$ cat src/rtl/key_debounce_pkg.sv
// Shared state encoding and default sizing for the key debouncer.
package key_debounce_pkg;

    localparam int DEB_CYC_DEFAULT  = 1000;
    localparam int LONG_CYC_DEFAULT = 100000;
    localparam int CNT_W_DEFAULT    = 20;

    typedef enum logic [2:0] {
        IDLE,
        PRESS_DEB,
        PRESSED,
        LONG_HELD,
        RELEASE_DEB
    } key_state_t;

endpackage

$ cat src/rtl/key_debounce.sv
// Key debouncer with press/release/long-press strobes; every output is registered
// from the next-state decode so strobes line up with the state they announce.
module key_debounce
    import key_debounce_pkg::*;
#(
    parameter int DEB_CYC  = DEB_CYC_DEFAULT,
    parameter int LONG_CYC = LONG_CYC_DEFAULT,
    parameter int CNT_W    = CNT_W_DEFAULT
) (
    input  logic clk,
    input  logic rstn,
    input  logic en,
    input  logic key_sync,
    output logic key_level,
    output logic press_pulse,
    output logic release_pulse,
    output logic long_pulse
);

    localparam logic [CNT_W-1:0] DEB_LAST  = CNT_W'(DEB_CYC - 1);
    localparam logic [CNT_W-1:0] LONG_LAST = CNT_W'(LONG_CYC - 1);
    localparam logic [CNT_W-1:0] CNT_MAX   = '1;
    localparam logic [CNT_W-1:0] CNT_ONE   = CNT_W'(1);

    key_state_t       state, state_nxt;
    logic [CNT_W-1:0] deb_cnt, deb_cnt_nxt;
    logic [CNT_W-1:0] hold_cnt, hold_cnt_nxt;
    logic [CNT_W-1:0] hold_inc;
    logic             long_flag, long_flag_nxt;
    logic             level_nxt, press_nxt, release_nxt, long_nxt;

    always_comb begin
        hold_inc = (hold_cnt == CNT_MAX) ? hold_cnt : hold_cnt + CNT_ONE;
    end

    // The entry sample of each debounce state counts as 1, so the exit compare is against DEB_CYC-1.
    always_comb begin
        state_nxt     = state;
        deb_cnt_nxt   = deb_cnt;
        hold_cnt_nxt  = hold_cnt;
        long_flag_nxt = long_flag;
        press_nxt     = 1'b0;
        release_nxt   = 1'b0;
        long_nxt      = 1'b0;

        if (!en) begin
            state_nxt     = IDLE;
            deb_cnt_nxt   = '0;
            hold_cnt_nxt  = '0;
            long_flag_nxt = 1'b0;
        end else begin
            unique case (state)
                IDLE: begin
                    if (key_sync) begin
                        state_nxt   = PRESS_DEB;
                        deb_cnt_nxt = CNT_ONE;
                    end
                end
                PRESS_DEB: begin
                    if (!key_sync) begin
                        state_nxt   = IDLE;
                        deb_cnt_nxt = '0;
                    end else if (deb_cnt >= DEB_LAST) begin
                        state_nxt    = PRESSED;
                        deb_cnt_nxt  = '0;
                        hold_cnt_nxt = '0;
                        press_nxt    = 1'b1;
                    end else begin
                        deb_cnt_nxt = deb_cnt + CNT_ONE;
                    end
                end
                PRESSED: begin
                    hold_cnt_nxt = hold_inc;
                    if (!key_sync) begin
                        state_nxt   = RELEASE_DEB;
                        deb_cnt_nxt = CNT_ONE;
                    end else if (hold_cnt >= LONG_LAST) begin
                        state_nxt     = LONG_HELD;
                        long_flag_nxt = 1'b1;
                        long_nxt      = 1'b1;
                    end
                end
                LONG_HELD: begin
                    hold_cnt_nxt = hold_inc;
                    if (!key_sync) begin
                        state_nxt   = RELEASE_DEB;
                        deb_cnt_nxt = CNT_ONE;
                    end
                end
                RELEASE_DEB: begin
                    // hold_cnt stays frozen here, so a release bounce delays the long press
                    if (key_sync) begin
                        state_nxt   = long_flag ? LONG_HELD : PRESSED;
                        deb_cnt_nxt = '0;
                    end else if (deb_cnt >= DEB_LAST) begin
                        state_nxt     = IDLE;
                        deb_cnt_nxt   = '0;
                        hold_cnt_nxt  = '0;
                        long_flag_nxt = 1'b0;
                        release_nxt   = 1'b1;
                    end else begin
                        deb_cnt_nxt = deb_cnt + CNT_ONE;
                    end
                end
                default: begin
                    state_nxt     = IDLE;
                    deb_cnt_nxt   = '0;
                    hold_cnt_nxt  = '0;
                    long_flag_nxt = 1'b0;
                end
            endcase
        end

        level_nxt = (state_nxt == PRESSED) || (state_nxt == LONG_HELD) ||
                    (state_nxt == RELEASE_DEB);
    end

    always_ff @(posedge clk or negedge rstn) begin
        if (!rstn) begin
            state         <= IDLE;
            deb_cnt       <= '0;
            hold_cnt      <= '0;
            long_flag     <= 1'b0;
            key_level     <= 1'b0;
            press_pulse   <= 1'b0;
            release_pulse <= 1'b0;
            long_pulse    <= 1'b0;
        end else begin
            state         <= state_nxt;
            deb_cnt       <= deb_cnt_nxt;
            hold_cnt      <= hold_cnt_nxt;
            long_flag     <= long_flag_nxt;
            key_level     <= level_nxt;
            press_pulse   <= press_nxt;
            release_pulse <= release_nxt;
            long_pulse    <= long_nxt;
        end
    end

endmodule

$ cat config.mk
export PLATFORM = sky130hd
export DESIGN_NAME = key_debounce
export DESIGN_NICKNAME = d
export VERILOG_FILES = /design/src/rtl/key_debounce_pkg.sv /design/src/rtl/key_debounce.sv
export SDC_FILE = /design/constraint.sdc
export NUM_CORES = 1
export LEC_CHECK = 0
export CAP_MARGIN = 20
export CORE_ASPECT_RATIO = 0.75
export CORE_MARGIN = 10
export CORE_UTILIZATION = 35
export DETAILED_ROUTE_END_ITERATION = 12
export PLACE_DENSITY_LB_ADDON = 0.3
export SKIP_CTS_REPAIR_TIMING = 1
export SYNTH_ARGS = -nofsm -noshare
export SYNTH_HDL_FRONTEND = slang
export SYNTH_SLANG_ARGS = --single-unit
$ cat constraint.sdc
create_clock -name clk -period 7.1 [get_ports clk]
set_clock_uncertainty 0.1 [all_clocks]
set_input_delay 2.13 -clock clk [delete_from_list [all_inputs] [get_ports clk]]
set_output_delay 2.13 -clock clk [all_outputs]
set_load 0.05 [all_outputs]
# Yosys cells after proc, flatten, opt, wreduce, memory -nomap -nowiden
# Index checks and enable logic that the tools add are counted.
# totals
reg_bits,48
in_bits,4
elab_cells,79
# classes
addsub,2
magnitude_cmp,2
n_eq_ne,18
muxes,41
reduce_logical,8
# op_table
op,count
2-to-1 mux 20 bit,11
one-hot mux 20 bit (4 select lines),2
adder 20 x 1 -> 20 bit (second input constant),2
2-to-1 mux 3 bit,9
inequality test 3 bit (second input constant),8
== test 20 bit (second input constant),1
>= comparator 20 x 10 -> 1 bit (second input constant),1
>= comparator 20 x 17 -> 1 bit (second input constant),1
2-to-1 mux 1 bit,17
one-hot mux 3 bit (5 select lines),1
== test 3 x 2 -> 1 bit (second input constant),4
== test 3 bit (second input constant),2
AND reduction 5 bit,1
inequality test 2 bit (second input constant),2
AND reduction 4 bit,1
== test 3 x 1 -> 1 bit (second input constant),1
zero test 3 bit,1
one-hot mux 1 bit (3 select lines),1
OR reduction 3 bit,1
logical OR 1 bit,2
AND reduction 2 bit,1
OR reduction 2 bit,1

# Depth between registers and ports, before layout
# Gate-level depths: netlist of the first run.
# depth
depth_word,8
depth_mapped,8

# Worst setup path after synthesis of the first run
# Ideal clock, no wire load.
# synth_path
path_type,input -> register
startpoint,input en
endpoint,register hold_cnt[17]
setup_time_ps,82
arrival_ps,3462
required_time_ps,6918
slack_ps,3457
stages,6
path_buffers,1
path_cell_list,buf_2 -> nand3b_1 -> nor3_1 -> a211oi_1 -> a31o_2 -> a31oi_1
# synth_between
elab_chain_cells,2
# synth_lines
element,line,source
"start, declared",key_debounce.sv:12,"input logic en,"
inequality test 3 bit (no line) or inequality test 2 bit (tied branches),--,
AND reduction 4 bit (no line),--,
"end signal, assigned",key_debounce.sv:131,hold_cnt <= hold_cnt_nxt;
"end, declared",key_debounce.sv:27,"logic [CNT_W-1:0] hold_cnt, hold_cnt_nxt;"
# Parallel ways exist; a longest one is shown, timed or not.
# A chain may end at the register's enable or synchronous reset.

# Worst setup path after layout of the first run
# layout_path
startpoint,input key_sync
endpoint,register deb_cnt[11]
# layout_between
elab_chain_cells,3
# layout_lines
element,line,source
"start, declared",key_debounce.sv:13,"input logic key_sync,"
2-to-1 mux 20 bit (on tied branches),"key_debounce.sv:92, key_debounce.sv:60",
one-hot mux 20 bit (4 select lines),key_debounce.sv:52,unique case (state)
2-to-1 mux 20 bit,key_debounce.sv:46,if (!en) begin
"end signal, assigned",key_debounce.sv:130,deb_cnt <= deb_cnt_nxt;
"end, declared",key_debounce.sv:26,"logic [CNT_W-1:0] deb_cnt, deb_cnt_nxt;"
# Parallel ways exist; a longest one is shown, timed or not.

==> results of run 1 <==
## worst register-to-register path: cells and delay by family, from the launching register on
family                     cells  cell delay, ns
DFF                            1            0.46
adders and majority gates      1            0.27
and+or+nand+nor                1            0.35
AOI/OAI and AO/OA              4            1.77
## stage by stage
stage / std cells / utilization [%]
after floorplan: 303 / -
after CTS: 409 / 38.68
after global routing: 410 / 38.93
final: 410 / 38.93
after global placement: 401 / 37.31
after detailed placement: 401 / 37.31
## worst max-delay path by stage
| stage | endpoint | cells after the start |
|---|---|---|
| 2_1_floorplan | hold_cnt[17] | 6 |
| 3_3_place_gp | deb_cnt[9] | 6 |
| 3_5_place_dp | deb_cnt[9] | 6 |
| 4_1_cts | deb_cnt[11] | 6 |
| 5_1_grt | deb_cnt[11] | 6 |
| 6_report | deb_cnt[11] | 6 |
## routing by layer
layer | GRT usage, % | vias to the layer above | wire length, um
met5 | 0 | - | 0
met4 | 3.753 | 0 | 95
met3 | 2.555 | 9 | 255
met2 | 14.35 | 44 | 2545
met1 | 17.55 | 1136 | 3478
li1 | - | 1152 | -
## layout make-up
| class | count | area share, % |
|---|---|---|
| timing repair buffer | 8 | 2.785 |
| sequential | 48 | 39.31 |
| tap | 105 | 4.300 |
| inverter | 16 | 1.966 |
| clock buffer | 6 | 2.375 |
| clock inverter | 2 | 1.147 |
| multi-input combinational | 225 | 48.12 |
## where the power goes
| part | switching (uW) | leakage, uW | internal (uW) | total [uW] |
|---|---|---|---|---|
| sequential | 2.59 | 0.000668 | 274 | 277 |
| combinational | 19.3 | 0.000480 | 8.64 | 27.9 |
| clock | 94.9 | 0.0000552 | 105 | 200 |
| total | 117 | 0.00120 | 388 | 504 |
## flip-flops by register name, indices dropped and copies added, names as in the netlist
signal and cells:
deb_cnt 20, state 3, hold_cnt 20, release_pulse 1, press_pulse 1, long_flag 1
long_pulse 1, key_level 1
## cell families after synthesis
kind of cell    synth area share (%)
simple gates                   23.89
compound gates                 24.73
flops                          42.78
buf+inv                        4.857
xor+xnor                       2.496
fa+ha+maj                     0.8911
mux                           0.3565
## cell usage after synthesis, drive strengths merged, types with 5 or more instances
library cell	instances
dfrtp	48
nor2	27
nand2	26
a21oi	21
inv	16
a31oi	15
nand3	12
o21ai	12
nor3	11
clkbuf	10
nand4	10
xnor2	8
nor4	7
and3	5
==> results.sh, run 1 <==
export IMPL_status="finished, final reports clean"
export IMPL_synthTopCellsByArea="dfrtp_1 (43%), a21oi_1 (3.7%), nand2_1 (3.5%), a31oi_1 (3.3%), xnor2_1 (2.5%)"
export IMPL_crit_buf_inv=1
export IMPL_post_place_ws_ns=2.511
export IMPL_setup_slack_ns=2.820
export IMPL_clk_latency_ns=0.31
export IMPL_grt_usage_pct=11.25
export IMPL_ys_types=60
export IMPL_num_fill_cells=827
export IMPL_grt_first_pass_wirelength_um=11360
export IMPL_ios=8
export IMPL_syn_avg_cell_area_um2=9.266
export IMPL_clk_path_buf_depth=2
export IMPL_path_delay_family="simple AND/OR/NAND/NOR gates"
export IMPL_finalCritPeriodShare_pct=60.29
export IMPL_rsz0062_at_grt="no"
export IMPL_drive_gt1_share_pct=10.49
export IMPL_path_max_fanout=12
export IMPL_critPathArrivalTime_ns=4.38
export IMPL_io_buffers=7
export IMPL_rr_endpoint="hold_cnt[13]"
export IMPL_cp_slowest_cell="clkdlybuf4s50_1"
export IMPL_cts_sinks=48
export IMPL_hold_viol=0
export IMPL_rrSetupSlack_ns=4.07
export IMPL_power_total_uw=504.3
export IMPL_fp_row_count=28
export IMPL_vdd_ir_drop_max_mv=0.09627
export IMPL_drt_iter0_markers=159
export IMPL_register_area_mm2=0.001201
export IMPL_path_clk_slew_ns=0.10
export IMPL_yosys_register_bits=48
export IMPL_numCtsBuffers=5
export IMPL_n_antenna_cell=0
export IMPL_cts_root_buf="clkbuf_8"
export IMPL_dp_hpwl_um=4455
export IMPL_final_common_cell="dfrtp_1"
export IMPL_multi_input_area_mm2=0.001470
export IMPL_routabilityCongestion=0.8295
export IMPL_area_growth_pct=8.824
export IMPL_r2r_cells=6
export IMPL_grt_max_degree=49
export IMPL_num_vias=2341
export IMPL_synthCells=303
export IMPL_async_flop_share_pct=100.0
export IMPL_hp_start="deb_cnt[19]"
export IMPL_ant_nets=0
export IMPL_whs_ns=0.4166
export IMPL_setup_worst_path_end_class="flip-flop"
export IMPL_antenna_found_initial=0
export IMPL_cts_tree="yes"
export IMPL_worst_pin_slew_ns=0.9535
export IMPL_yosysSeqAreaShare_pct=42.78
export IMPL_synth_edff_count=0
export IMPL_grt_ovfl_total=0
export IMPL_finalMaxSlewViolations=0
export IMPL_initial_utilization_pct=35.78
export IMPL_die_height_um=97.57
export IMPL_p_per_area_mw_per_mm2=165.0
export IMPL_fin_crit_ns=4.280
export IMPL_leakage_uw=0.001203
export IMPL_slew_headroom_pct=35.74
export IMPL_hp_class="reg -> reg"
export IMPL_drc=0
export IMPL_fin_tns_setup_ns=0
export IMPL_grt_pass1_vias=2232
export IMPL_dr_pass1_iters=4
export IMPL_required_ns=7.20
export IMPL_critPathLaunchType="input pin"
export IMPL_via_per_inst=5.710
export IMPL_whs_endpoint="deb_cnt[19]"
export IMPL_synthFlopType="dfrtp_1"
export IMPL_stdcell_area_mm2=0.003055
export IMPL_yosysWarnings=0
export IMPL_wirelength_um=6375
export IMPL_rr_startpoint="deb_cnt[0]"
export IMPL_holdPathStages=2
export IMPL_fmax_ghz=0.2336
export IMPL_wl_per_cell_um=15.55
export IMPL_critPathKind="in -> reg"
export IMPL_die_x_um=123.4
export IMPL_finalSetupViolCount=0
export IMPL_final_cell_mix="dfrtp_1 (48), nand2_1 (26), a21oi_1 (21)"
export IMPL_place_area_mm2=0.002928
export IMPL_synth_area_mm2=0.002808
export IMPL_synth_top_area_share_pct=42.78
export IMPL_fin_nets=310
export IMPL_maxCapViolCount=0
export IMPL_critPathLaunch="key_sync"
export IMPL_coreArea_mm2=0.007848
export IMPL_die_area_mm2=0.01204
export IMPL_synth_top_area_cell="dfrtp_1"
export IMPL_crit_chain="clkdlybuf4s50_1, or3_1, a21oi_1, nor3_1, and3_1, o21ba_1"
export IMPL_ctsHtreeMaxLevel=2
export IMPL_mappedNetlistNets=309
export IMPL_slowest_delay_ns=0.61
Note: power is estimated with default switching activity, not from simulation.
==> run 2: changes to the inputs <==
Clock period 7.1 ns to 3.5 ns, I/O delays scaled along.
==> run 2 against run 1 <==
Net effect:
- critical path depth unchanged
- die area is the same
- first-iteration DRC count is 18% higher
- sequential share of layout area shrank 0.70 points
- global-route usage about the same
- clock-buffer cell count unchanged
- clock power rose by 100%
- critical endpoint is now hold_cnt[3]
==> results.sh, run 2 (synthesized netlist as in run 1, its figures left out) <==
export IMPL_status="finished, final reports clean"
export IMPL_fp_row_count=28
export IMPL_setup_worst_path_end_class="flip-flop"
export IMPL_worst_pin_slew_ns=0.9753
export IMPL_p_clk_share_pct=39.2
export IMPL_fmax_ghz=0.3259
export IMPL_n_antenna_cell=0
export IMPL_die_height_um=97.57
export IMPL_initial_utilization_pct=35.78
export IMPL_clk_path_buf_depth=2
export IMPL_final_common_cell="dfrtp_1"
export IMPL_num_vias=2393
export IMPL_io_buffers=7
export IMPL_drc=0
export IMPL_register_area_mm2=0.001201
export IMPL_fin_nets=319
export IMPL_fin_tns_setup_ns=0
export IMPL_cts_tree="yes"
export IMPL_cts_root_buf="clkbuf_8"
export IMPL_rsz0062_at_grt="no"
export IMPL_ios=8
export IMPL_clk_latency_ns=0.30
export IMPL_path_max_fanout=10
export IMPL_stdcell_area_mm2=0.003110
export IMPL_required_ns=3.62
export IMPL_path_clk_slew_ns=0.09
export IMPL_ctsHtreeMaxLevel=2
export IMPL_routabilityCongestion=0.8204
export IMPL_rrSetupSlack_ns=0.43
export IMPL_drt_iter0_markers=188
export IMPL_grt_max_degree=31
export IMPL_drive_gt1_share_pct=13.06
export IMPL_intPower_uw=789.4
export IMPL_final_cell_mix="dfrtp_1 (48), nand2_1 (26), a21oi_1 (21)"
export IMPL_num_fill_cells=811
export IMPL_vdd_ir_drop_max_mv=0.1564
export IMPL_grt_usage_pct=11.26
export IMPL_dp_hpwl_um=4775
export IMPL_finalMaxSlewViolations=0
export IMPL_area_growth_pct=10.78
export IMPL_place_area_mm2=0.003003
export IMPL_dr_pass1_iters=5
export IMPL_finalCritPeriodShare_pct=87.66
export IMPL_seq_power_share_pct=54.8
export IMPL_critPathArrivalTime_ns=3.19
export IMPL_comb_power_share_pct=6.0
export IMPL_die_area_mm2=0.01204
export IMPL_via_per_inst=5.711
export IMPL_hp_class="reg -> reg"
export IMPL_p_sw_uw=234.9
export IMPL_antenna_found_initial=0
export IMPL_die_x_um=123.4
export IMPL_grt_first_pass_wirelength_um=11270
export IMPL_wl_per_cell_um=15.72
export IMPL_wirelength_um=6587
export IMPL_reg_top3="deb_cnt (20), hold_cnt (20), state (3)"
export IMPL_multi_input_area_mm2=0.001470
export IMPL_fin_crit_ns=3.068
export IMPL_ant_nets=0
export IMPL_numCtsBuffers=5
export IMPL_fin_cells=419
export IMPL_slew_headroom_pct=34.27
export IMPL_grt_pass1_vias=2245
export IMPL_p_sw_share_pct=22.93
export IMPL_critPathKind="reg -> reg"
export IMPL_maxCapViolCount=0
export IMPL_coreArea_mm2=0.007848
export IMPL_finalSetupViolCount=0
export IMPL_leakage_uw=0.001243
export IMPL_holdPathStages=1
export IMPL_grt_ovfl_total=0
export IMPL_r2r_cells=6
export IMPL_place_inst=411
export IMPL_p_per_area_mw_per_mm2=329.3
export IMPL_cts_sinks=48
export IMPL_hold_viol=0
export IMPL_critPathLaunchType="flip-flop"
## run 2: power by group through the flow
| stage | clock (uW) | sequential [uW] | combinational [uW] |
|---|---|---|---|
| CTS | 413 | 561 | 62.5 |
| finish | 402 | 561 | 61.4 |
| floorplan | 0 | 570 | 36.2 |
| global placement | 0 | 572 | 61.6 |
| detailed placement | 0 | 572 | 62.0 |
| global route | 438 | 562 | 68.9 |
## run 2: worst max-delay path, stage by stage (launching register included)
cell,delay [ns]
dfrtp_1,0.45
ha_1,0.26
a211o_1,0.26
and4_1,0.35
o41ai_2,0.96
a21boi_2,0.35
a31oi_1,0.27
## run 2: stage by stage
| step | setup slack [ns] | total power, uW | hold WS, ns | utilization [%] |
|---|---|---|---|---|
| floorplan | 0.9365 | 606.1 | 0.3635 | - |
| global placement | 0.4137 | 633.6 | 0.3801 | 38.27 |
| detailed placement | 0.3047 | 634.1 | 0.3839 | 38.27 |
| CTS | 0.4680 | 1036 | 0.4052 | 39.64 |
| global route | 0.2480 | 1069 | 0.4179 | 39.64 |
| finish | 0.4319 | 1024 | 0.4065 | 39.64 |
## run 2: path summary, 6_finish.rpt
check	from	endpoint
min reg2reg	deb_cnt[9]	deb_cnt[9]
min in group asynchronous	rstn	hold_cnt[10]
max in group asynchronous	rstn	deb_cnt[7]
max reg2reg	deb_cnt[0]	hold_cnt[3]
min	deb_cnt[9]	deb_cnt[9]
max	deb_cnt[0]	hold_cnt[3]
## run 2: layout make-up
| type | instances | area share, % |
|---|---|---|
| clock buffers | 6 | 2.333 |
| multi-input cells | 225 | 47.26 |
| flip-flops and latches | 48 | 38.62 |
| repair buffers | 17 | 4.505 |
| well taps | 105 | 4.224 |
| inverters | 16 | 1.931 |
| clock inverters | 2 | 1.126 |
## run 2: layer usage
metal	routed length [um]	GRT usage, %	vias up
met2	2744	15.45	65
met3	388	3.136	4
met1	3428	16.89	1161
met4	25	2.145	0
li1	-	-	1163
met5	0	0	-
